==> config.mk <==
export PLATFORM = sky130hd
export DESIGN_NAME = aclock_set_ctrl
export DESIGN_NICKNAME = d
export VERILOG_FILES = /design/src/rtl/aclock_set_ctrl.sv
export SDC_FILE = /design/constraint.sdc
export NUM_CORES = 1
export LEC_CHECK = 0
export ABC_AREA = 1
export BUFFER_PORTS_ARGS = -buffer_cell sky130_fd_sc_hd__clkbuf_2
export CAP_MARGIN = 20
export CORE_ASPECT_RATIO = 1.75
export CORE_MARGIN = 2
export CORE_UTILIZATION = 60
export CTS_BUF_LIST = sky130_fd_sc_hd__clkbuf_16
export CTS_CLUSTER_SIZE = 40
export DETAILED_ROUTE_END_ITERATION = 8
export PLACE_DENSITY_LB_ADDON = 0.12
export SLEW_MARGIN = 25
export SYNTH_ARGS = -nofsm -noshare
export SYNTH_HDL_FRONTEND = slang
export SYNTH_SLANG_ARGS = --single-unit
==> constraint.sdc <==
create_clock -name clk -period 3.3 [get_ports clk]
set_input_delay 0.66 -clock clk [delete_from_list [all_inputs] [get_ports clk]]
set_output_delay 0.66 -clock clk [all_outputs]
set_load 0.02 [all_outputs]
==> src/rtl/aclock_set_ctrl.sv <==
// Push-button time/alarm setting controller for the aclock configuration inputs.
// Button presses are registered (1-cycle latency), then drive an IDLE/HR/MIN/LOAD
// editor that produces BCD values and a time or alarm load strobe.
module aclock_set_ctrl #(
  parameter int unsigned REPEAT_DLY  = 50,
  parameter int unsigned REPEAT_RATE = 10,
  parameter int unsigned TIMEOUT     = 1000,
  parameter int unsigned LD_CYCLES   = 1
) (
  input  logic       clk,
  input  logic       reset,
  input  logic       btn_time,
  input  logic       btn_alarm,
  input  logic       btn_inc,
  input  logic       btn_ok,
  input  logic [1:0] H_out1,
  input  logic [3:0] H_out0,
  input  logic [3:0] M_out1,
  input  logic [3:0] M_out0,
  output logic [1:0] H_in1,
  output logic [3:0] H_in0,
  output logic [3:0] M_in1,
  output logic [3:0] M_in0,
  output logic       LD_time,
  output logic       LD_alarm,
  output logic       editing,
  output logic [1:0] field
);

  localparam int unsigned HOLD_W = $clog2(REPEAT_DLY + 1);
  localparam int unsigned IDLE_W = $clog2(TIMEOUT + 1);
  localparam int unsigned LD_W   = $clog2(LD_CYCLES + 1);
  localparam int unsigned B_TIME  = 0;
  localparam int unsigned B_ALARM = 1;
  localparam int unsigned B_INC   = 2;
  localparam int unsigned B_OK    = 3;

  typedef enum logic [1:0] {S_IDLE, S_HR, S_MIN, S_LOAD} state_e;

  state_e              state_q, state_d;
  logic                tgt_alarm_q, tgt_alarm_d;
  logic [1:0]          h1_q, h1_d, al_h1_q, al_h1_d;
  logic [3:0]          h0_q, h0_d, al_h0_q, al_h0_d;
  logic [3:0]          m1_q, m1_d, al_m1_q, al_m1_d;
  logic [3:0]          m0_q, m0_d, al_m0_q, al_m0_d;
  logic [3:0]          hist_q, hist_d, press_q, press_d;
  logic                hold_act_q, hold_act_d;
  logic [HOLD_W-1:0]   hold_cnt_q, hold_cnt_d;
  logic [IDLE_W-1:0]   idle_cnt_q, idle_cnt_d;
  logic [LD_W-1:0]     ld_cnt_q, ld_cnt_d;
  logic                editing_q, editing_d;
  logic [1:0]          field_q, field_d;
  logic                ld_time_q, ld_time_d;
  logic                ld_alarm_q, ld_alarm_d;

  logic [3:0]          btn;
  logic [1:0]          pre_h1;
  logic [3:0]          pre_h0, pre_m1, pre_m0;
  logic                do_inc;

  assign btn = {btn_ok, btn_inc, btn_alarm, btn_time};

  assign H_in1    = h1_q;
  assign H_in0    = h0_q;
  assign M_in1    = m1_q;
  assign M_in0    = m0_q;
  assign LD_time  = ld_time_q;
  assign LD_alarm = ld_alarm_q;
  assign editing  = editing_q;
  assign field    = field_q;

  // Clamp the live time read back from the aclock into a valid BCD preload
  always_comb begin
    pre_h1 = (H_out1 > 2'd2) ? 2'd2 : H_out1;
    if (pre_h1 == 2'd2) pre_h0 = (H_out0 > 4'd3) ? 4'd3 : H_out0;
    else                pre_h0 = (H_out0 > 4'd9) ? 4'd9 : H_out0;
    pre_m1 = (M_out1 > 4'd5) ? 4'd5 : M_out1;
    pre_m0 = (M_out0 > 4'd9) ? 4'd9 : M_out0;
  end

  // State and datapath registers; button history resets high to mask held buttons
  always_ff @(posedge clk or posedge reset) begin
    if (reset) begin
      state_q     <= S_IDLE;
      tgt_alarm_q <= 1'b0;
      h1_q <= 2'd0; h0_q <= 4'd0; m1_q <= 4'd0; m0_q <= 4'd0;
      al_h1_q <= 2'd0; al_h0_q <= 4'd0; al_m1_q <= 4'd0; al_m0_q <= 4'd0;
      hist_q      <= 4'hF;
      press_q     <= 4'h0;
      hold_act_q  <= 1'b0;
      hold_cnt_q  <= '0;
      idle_cnt_q  <= '0;
      ld_cnt_q    <= '0;
      editing_q   <= 1'b0;
      field_q     <= 2'd0;
      ld_time_q   <= 1'b0;
      ld_alarm_q  <= 1'b0;
    end else begin
      state_q     <= state_d;
      tgt_alarm_q <= tgt_alarm_d;
      h1_q <= h1_d; h0_q <= h0_d; m1_q <= m1_d; m0_q <= m0_d;
      al_h1_q <= al_h1_d; al_h0_q <= al_h0_d; al_m1_q <= al_m1_d; al_m0_q <= al_m0_d;
      hist_q      <= hist_d;
      press_q     <= press_d;
      hold_act_q  <= hold_act_d;
      hold_cnt_q  <= hold_cnt_d;
      idle_cnt_q  <= idle_cnt_d;
      ld_cnt_q    <= ld_cnt_d;
      editing_q   <= editing_d;
      field_q     <= field_d;
      ld_time_q   <= ld_time_d;
      ld_alarm_q  <= ld_alarm_d;
    end
  end

  // Next state, edit values, auto-repeat and timeout counters
  always_comb begin
    state_d     = state_q;
    tgt_alarm_d = tgt_alarm_q;
    h1_d = h1_q; h0_d = h0_q; m1_d = m1_q; m0_d = m0_q;
    al_h1_d = al_h1_q; al_h0_d = al_h0_q; al_m1_d = al_m1_q; al_m0_d = al_m0_q;
    hist_d      = btn;
    press_d     = btn & ~hist_q;
    hold_act_d  = hold_act_q;
    hold_cnt_d  = hold_cnt_q;
    idle_cnt_d  = idle_cnt_q;
    ld_cnt_d    = ld_cnt_q;
    do_inc      = 1'b0;

    unique case (state_q)
      S_IDLE: begin
        hold_act_d = 1'b0;
        if (press_q[B_TIME]) begin
          h1_d = pre_h1; h0_d = pre_h0; m1_d = pre_m1; m0_d = pre_m0;
          tgt_alarm_d = 1'b0;
          idle_cnt_d  = '0;
          state_d     = S_HR;
        end else if (press_q[B_ALARM]) begin
          h1_d = al_h1_q; h0_d = al_h0_q; m1_d = al_m1_q; m0_d = al_m0_q;
          tgt_alarm_d = 1'b1;
          idle_cnt_d  = '0;
          state_d     = S_HR;
        end
      end
      S_HR, S_MIN: begin
        idle_cnt_d = (press_q != 4'h0) ? '0 : idle_cnt_q + IDLE_W'(1);
        if (press_q[B_TIME] || press_q[B_ALARM]) begin
          hold_act_d = 1'b0;
          state_d    = S_IDLE;
        end else if (press_q[B_OK]) begin
          hold_act_d = 1'b0;
          ld_cnt_d   = '0;
          if (state_q == S_HR) begin
            state_d = S_MIN;
          end else begin
            state_d = S_LOAD;
            if (tgt_alarm_q) begin
              al_h1_d = h1_q; al_h0_d = h0_q; al_m1_d = m1_q; al_m0_d = m0_q;
            end
          end
        end else if (press_q[B_INC]) begin
          do_inc     = 1'b1;
          hold_act_d = 1'b1;
          hold_cnt_d = '0;
        end else if (idle_cnt_q == IDLE_W'(TIMEOUT - 1)) begin
          hold_act_d = 1'b0;
          state_d    = S_IDLE;
        end else if (hold_act_q && btn_inc) begin
          if (hold_cnt_q == HOLD_W'(REPEAT_DLY - 1)) begin
            do_inc     = 1'b1;
            hold_cnt_d = HOLD_W'(REPEAT_DLY - REPEAT_RATE);
          end else begin
            hold_cnt_d = hold_cnt_q + HOLD_W'(1);
          end
        end else begin
          hold_act_d = 1'b0;
        end

        if (do_inc && state_q == S_HR) begin
          if (h1_q == 2'd2 && h0_q == 4'd3) begin
            h1_d = 2'd0; h0_d = 4'd0;
          end else if (h0_q == 4'd9) begin
            h1_d = h1_q + 2'd1; h0_d = 4'd0;
          end else begin
            h0_d = h0_q + 4'd1;
          end
        end else if (do_inc) begin
          if (m0_q == 4'd9) begin
            m0_d = 4'd0;
            m1_d = (m1_q == 4'd5) ? 4'd0 : m1_q + 4'd1;
          end else begin
            m0_d = m0_q + 4'd1;
          end
        end
      end
      S_LOAD: begin
        hold_act_d = 1'b0;
        if (ld_cnt_q == LD_W'(LD_CYCLES - 1)) state_d = S_IDLE;
        else                                  ld_cnt_d = ld_cnt_q + LD_W'(1);
      end
      default: state_d = S_IDLE;
    endcase
  end

  // Registered status and strobe outputs decoded from the next state
  always_comb begin
    editing_d  = (state_d != S_IDLE);
    field_d    = 2'd0;
    ld_time_d  = 1'b0;
    ld_alarm_d = 1'b0;
    if (state_d == S_HR)  field_d = 2'd1;
    if (state_d == S_MIN) field_d = 2'd2;
    if (state_d == S_LOAD) begin
      ld_time_d  = ~tgt_alarm_d;
      ld_alarm_d = tgt_alarm_d;
    end
  end

endmodule
=== After elaboration in Yosys (flattened, before gate mapping) ===
Cells that the tools add are included.
Widths: inputs -> output; s select.

* Bits in registers: 62
* Output and inout bits: 19

* Bitwise gates (word level): 6
* Add/subtract/negate cells: 7
* Magnitude comparators: 5
* Equality and inequality tests: 24
* Multiplexer cells: 72
* Reductions and logical operators: 20

{| class="wikitable"
|+ Operators by type and width
! operator !! number
|-
| $mux 4 || 21
|-
| $mux 10 || 3
|-
| $mux 2 || 14
|-
| $mux 6 || 4
|-
| $pmux 4 s2 || 3
|-
| $mux 1 || 22
|-
| $pmux 10 s2 || 1
|-
| $reduce_and 5->1 || 3
|-
| $ne 2x2->1 const B || 7
|-
| $add 4x1->4 const B || 3
|-
| $eq 2x2->1 const B || 6
|-
| $add 10x1->10 const B || 1
|-
| $eq 10x10->1 const B || 1
|-
| $eq 4x4->1 const B || 2
|-
| $gt 4x4->1 const B || 2
|-
| $reduce_and 4->1 || 2
|-
| $reduce_bool 2->1 || 4
|-
| $add 6x1->6 const B || 1
|-
| $eq 6x6->1 const B || 1
|-
| $ne 3x3->1 const B || 2
|-
| $ne 6x6->1 const B || 1
|-
| $pmux 2 s3 || 1
|-
| $reduce_and 3->1 || 2
|-
| $and 4x4->4 || 1
|-
| other kinds (18) || 26
|}

=== Logic depth before layout (Yosys ltp) ===
* Word-level depth: 11
* Depth in mapped cells: 13
* Mapped depth without buffers: 11

=== Worst setup path after synthesis ===
No wires, ideal clock.

* Path kind: register to register
* From: register state_q[0]
* To: register idle_cnt_q[6]
* Required time: 3.182 ns
* Path buffers: 2
* Stages on the path, launching flop included: 12
* Period minus slack after synthesis: 1.747 ns
* Arrival time: 1.629 ns
* Setup slack: 1.553 ns
* Path through: dfrtp_1 -> inv_1 -> ha_1 -> buf_4 -> inv_2 -> nor2_4 -> a21oi_4 -> inv_2 -> buf_6 -> nand3_1 -> xor2_1 -> nor2_1

* Longest elaborated chain between the ends: 4

{| class="wikitable"
|+ RTL lines
! item !! RTL line !! source
|-
| from (decl) || 40 || <nowiki>state_e state_q, state_d;</nowiki>
|-
| from (signal assigned) || 99 || <nowiki>state_q <= state_d;</nowiki>
|-
| $eq 2x1->1 / $eq 2x2->1 (equally long branches) || 130 || <nowiki>unique case (state_q)</nowiki>
|-
| $reduce_or 2->1 || 130 ||
|-
| $reduce_bool 2->1 (no source line) || -- ||
|-
| $reduce_and 2->1 (no source line) || -- ||
|-
| to (signal assigned) || 107 || <nowiki>idle_cnt_q <= idle_cnt_d;</nowiki>
|-
| to (decl) || 49 || <nowiki>logic [IDLE_W-1:0] idle_cnt_q, idle_cnt_d;</nowiki>
|}

Several ways; a longest one is shown, not always the timed one.
A chain may end at the register's enable or synchronous reset.

=== Final worst setup path ===
* From: register state_q[0]
* To: register idle_cnt_q[2]

Same word-level chain as after synthesis.

==> flow_summary.yaml <==
power_and_ir_drop:
  seq_power_share_pct: 35.6
  ir_drop_uv: 582
  clkPwrFrac_pct: 27.6
  powerDensity_nw_per_um2: 874
  p_leak_nw: 1.91
  combPwrFrac_pct: 36.9
  p_sw_mw: 1.31
  intPower_mw: 1.91
  p_sw_share_pct: 40.6
yosys:
  synthMuxAreaShare_pct: 0.354
  ys_types: 41
  synth-xor-area-share_pct: 1.38
  netlist_instances: 399
  synth_area_um2: 3180
  synth_compound_area_share_pct: 12.8
  syn_avg_cell_area_um2: 7.97
  synth_fp_nets: 424
  synth-seq-cells: 61
  synth_top_area_cell: "dfrtp_1"
  yosysWarnings: 0
  synth-simple-area-share_pct: 27.6
  synth_commonest_cells: "nand2_1 (94), dfrtp_1 (57), inv_1 (46)"
  synth_top_family_by_area: "simple AND/OR/NAND/NOR gates"
  synthAdderAreaFrac_pct: 1.97
  synth.area.top_cells: "dfrtp_1 (45%), nand2_1 (11%), nand3_1 (5.7%)"
  synth_ff_type: "dfrtp_1"
  async_flop_share_pct: 100
  yosysMostFrequentCell: "nand2_1"
  synth_top_area_share_pct: 44.9
  yosysSeqAreaShare_pct: 48.2
  synth_enable_flop_cells: 0
sta:
  finalCritPeriodShare_pct: 72.0
  setup_viol: 0
  period_needed_ns: 2.38
  rsz0062_at_grt: "no"
  fin_skew_ns: 0.00664
  tns_ns: 0
  report.final.slew_viol_count: 0
  hold_viol: 0
  max_freq_mhz: 421
  relSlewSlack_pct: 49.4
  max_slew.worst_pin.slew_ns: 0.760
layout:
  areaGrowthSynthToFinish_pct: 16.1
  top_register: "idle_cnt_q"
  multi_input_area_um2: 1400
  largest_reg_flops: 10
  top_regs: "idle_cnt_q x10, hold_cnt_q x6"
  fin_nets: 467
  stdcell_area_um2: 3690
  antenna_cells: 0
  nFillCells: 432
  stdcell_count: 502
  register_area_um2: 1530
  drive_gt1_share_pct: 17.7
floorplan:
  rows: 35
  ioPinCount: 39
  dieArea_um2: 5920
  initial_utilization_pct: 61.5
  die_h_um: 100
  dieWidth_um: 59.0
  core_area_um2: 5170
drt:
  wl_per_cell_um: 13.7
  drc: 0
  via_per_inst: 5.51
  wirelength_um: 6890
  ant_nets: 0
  drtIter0Drc: 154
  vias: 2768
  drt_pass1_iterations: 4
global_route:
  track_usage_pct: 25.6
  grt_pass1_vias: 2617
  grt_pass1_wl_um: 11500
  antenna_found_initial: 0
  overflow: 0
  grt_max_degree: 62
setup_path:
  max_stage_delay_ns: 0.39
  cp_slowest_cell: "dfrtp_1"
  worstPathMaxFanout: 21
  crit_start: "state_q[0]"
  r2r_start: "state_q[0]"
  worstPathRequired_ns: 3.54
  crit_chain: "inv_1, ha_1, buf_4, inv_2, nor2_4, a21oi_4, inv_2, nand2_2, inv_1, nor3_1"
  start_kind: "register"
  crit_arrival_ns: 2.62
  crit_path_end_kind: "register"
  path_class: "reg2reg"
placement:
  place_inst: 486
  port_buffers: 38
  placed_cell_area_um2: 3400
  gp_congestion: 0.870
  dpl.hpwl_um: 5000
clock_network:
  cts_buffer_depth: 2
  cts_buffers: 9
  post-cts-setup-buffers: 0
  clk_pin_slew_ns: 0.05
  clock-sinks: 61
  cts_tree: "done"
  cts-root-buf: "clkbuf_16"
  htreeDepth: 3
  postCtsHoldBufs: 0
  cts_resized: 0
  clk_latency_ns: 0.33
min_path:
  hold_path.startpoint: "btn_time"
  hold_class: "in2reg"
status:
  status: "completed"
flow_run:
  drv_cap: 0
## per-layer routing
metal | track usage [%] | vias up | share of wire (%)
met1 | 29.3 | 1288 | 39
met2 | 43.6 | 59 | 54
met3 | 5.28 | 18 | 3.7
met4 | 13.8 | 0 | 3.3
li1 | - | 1403 | -
met5 | 0 | - | 0
## placed cells by master, fill, tap and decap left out, types with 2 or more instances in the layout
cell type	count
o31ai_1	3
nand3_1	36
dfrtp_1	57
o21ai_1	6
o21ai_0	31
buf_4	3
dfstp_2	4
nor2_2	2
clkbuf_2	38
nor3_1	6
nor2_4	2
nor2_1	35
inv_2	5
clkbuf_16	9
nand2_1	94
xor2_1	4
a31oi_1	2
inv_1	48
nand4_1	9
clkinvlp_4	2
ha_1	5
nand3b_1	2
a21oi_1	20
nand2_2	5
## power groups by stage
| stage | clock network [mW] | registers [mW] | logic [mW] |
|---|---|---|---|
| 4_1_cts | 0.905 | 1.15 | 1.19 |
| 2_1_floorplan | 0 | 1.20 | 0.844 |
| 3_3_place_gp | 0 | 1.15 | 1.14 |
| 5_1_grt | 0.930 | 1.18 | 1.35 |
| 6_report | 0.890 | 1.15 | 1.19 |
| 3_5_place_dp | 0 | 1.15 | 1.17 |
## area by class of cell
class	count	share of cell area, %
clock inverter	7	1.66
inverter	50	5.09
multi-input combinational	279	38.0
clock buffer	9	6.10
sequential	61	41.5
tap	55	1.87
timing repair buffer	41	5.76
## cell families after synthesis
kind of cell,count (synthesis)
DFF,61
and+or+nand+nor,196
buffers and inverters,59
xor gates and xnor gates,5
adders and majority gates,5
muxes,1
AOI/OAI and AO/OA,72
## stage by stage
| step | worst slack, ns | total power, mW | util [%] | hold slack [ns] |
|---|---|---|---|---|
| finish | 0.924 | 3.23 | 71.4 | 0.420 |
| global route | 0.731 | 3.46 | 71.4 | 0.418 |
| CTS | 0.931 | 3.24 | 71.4 | 0.415 |
| detailed placement | 1.00 | 2.33 | 65.9 | 0.470 |
| global placement | 1.11 | 2.29 | 65.9 | 0.461 |
| floorplan | 1.13 | 2.04 | - | 0.445 |
## worst max-delay path: cells and delay by family, from the launching register on
family                   cells  cell delay [ns]
buffers and inverters        5             0.86
AND/OR/NAND/NOR              3             0.43
flip-flops                   1             0.39
adder cells (fa/ha/maj)      1             0.39
AO/OA/AOI/OAI                1             0.21
## worst paths after layout
check                                end  slack [ns]  cells after the start
hold / removal                 hist_q[0]        0.42                      1
min in group asynchronous       M_in0[3]        0.51                      3
setup reg to reg           idle_cnt_q[2]        0.92                     10
hold reg to reg               press_q[1]        0.48                      1
max in group asynchronous       M_in1[2]        2.27                      3
setup / recovery           idle_cnt_q[2]        0.92                     10
No activity file was read; power rests on OpenSTA's default activity.
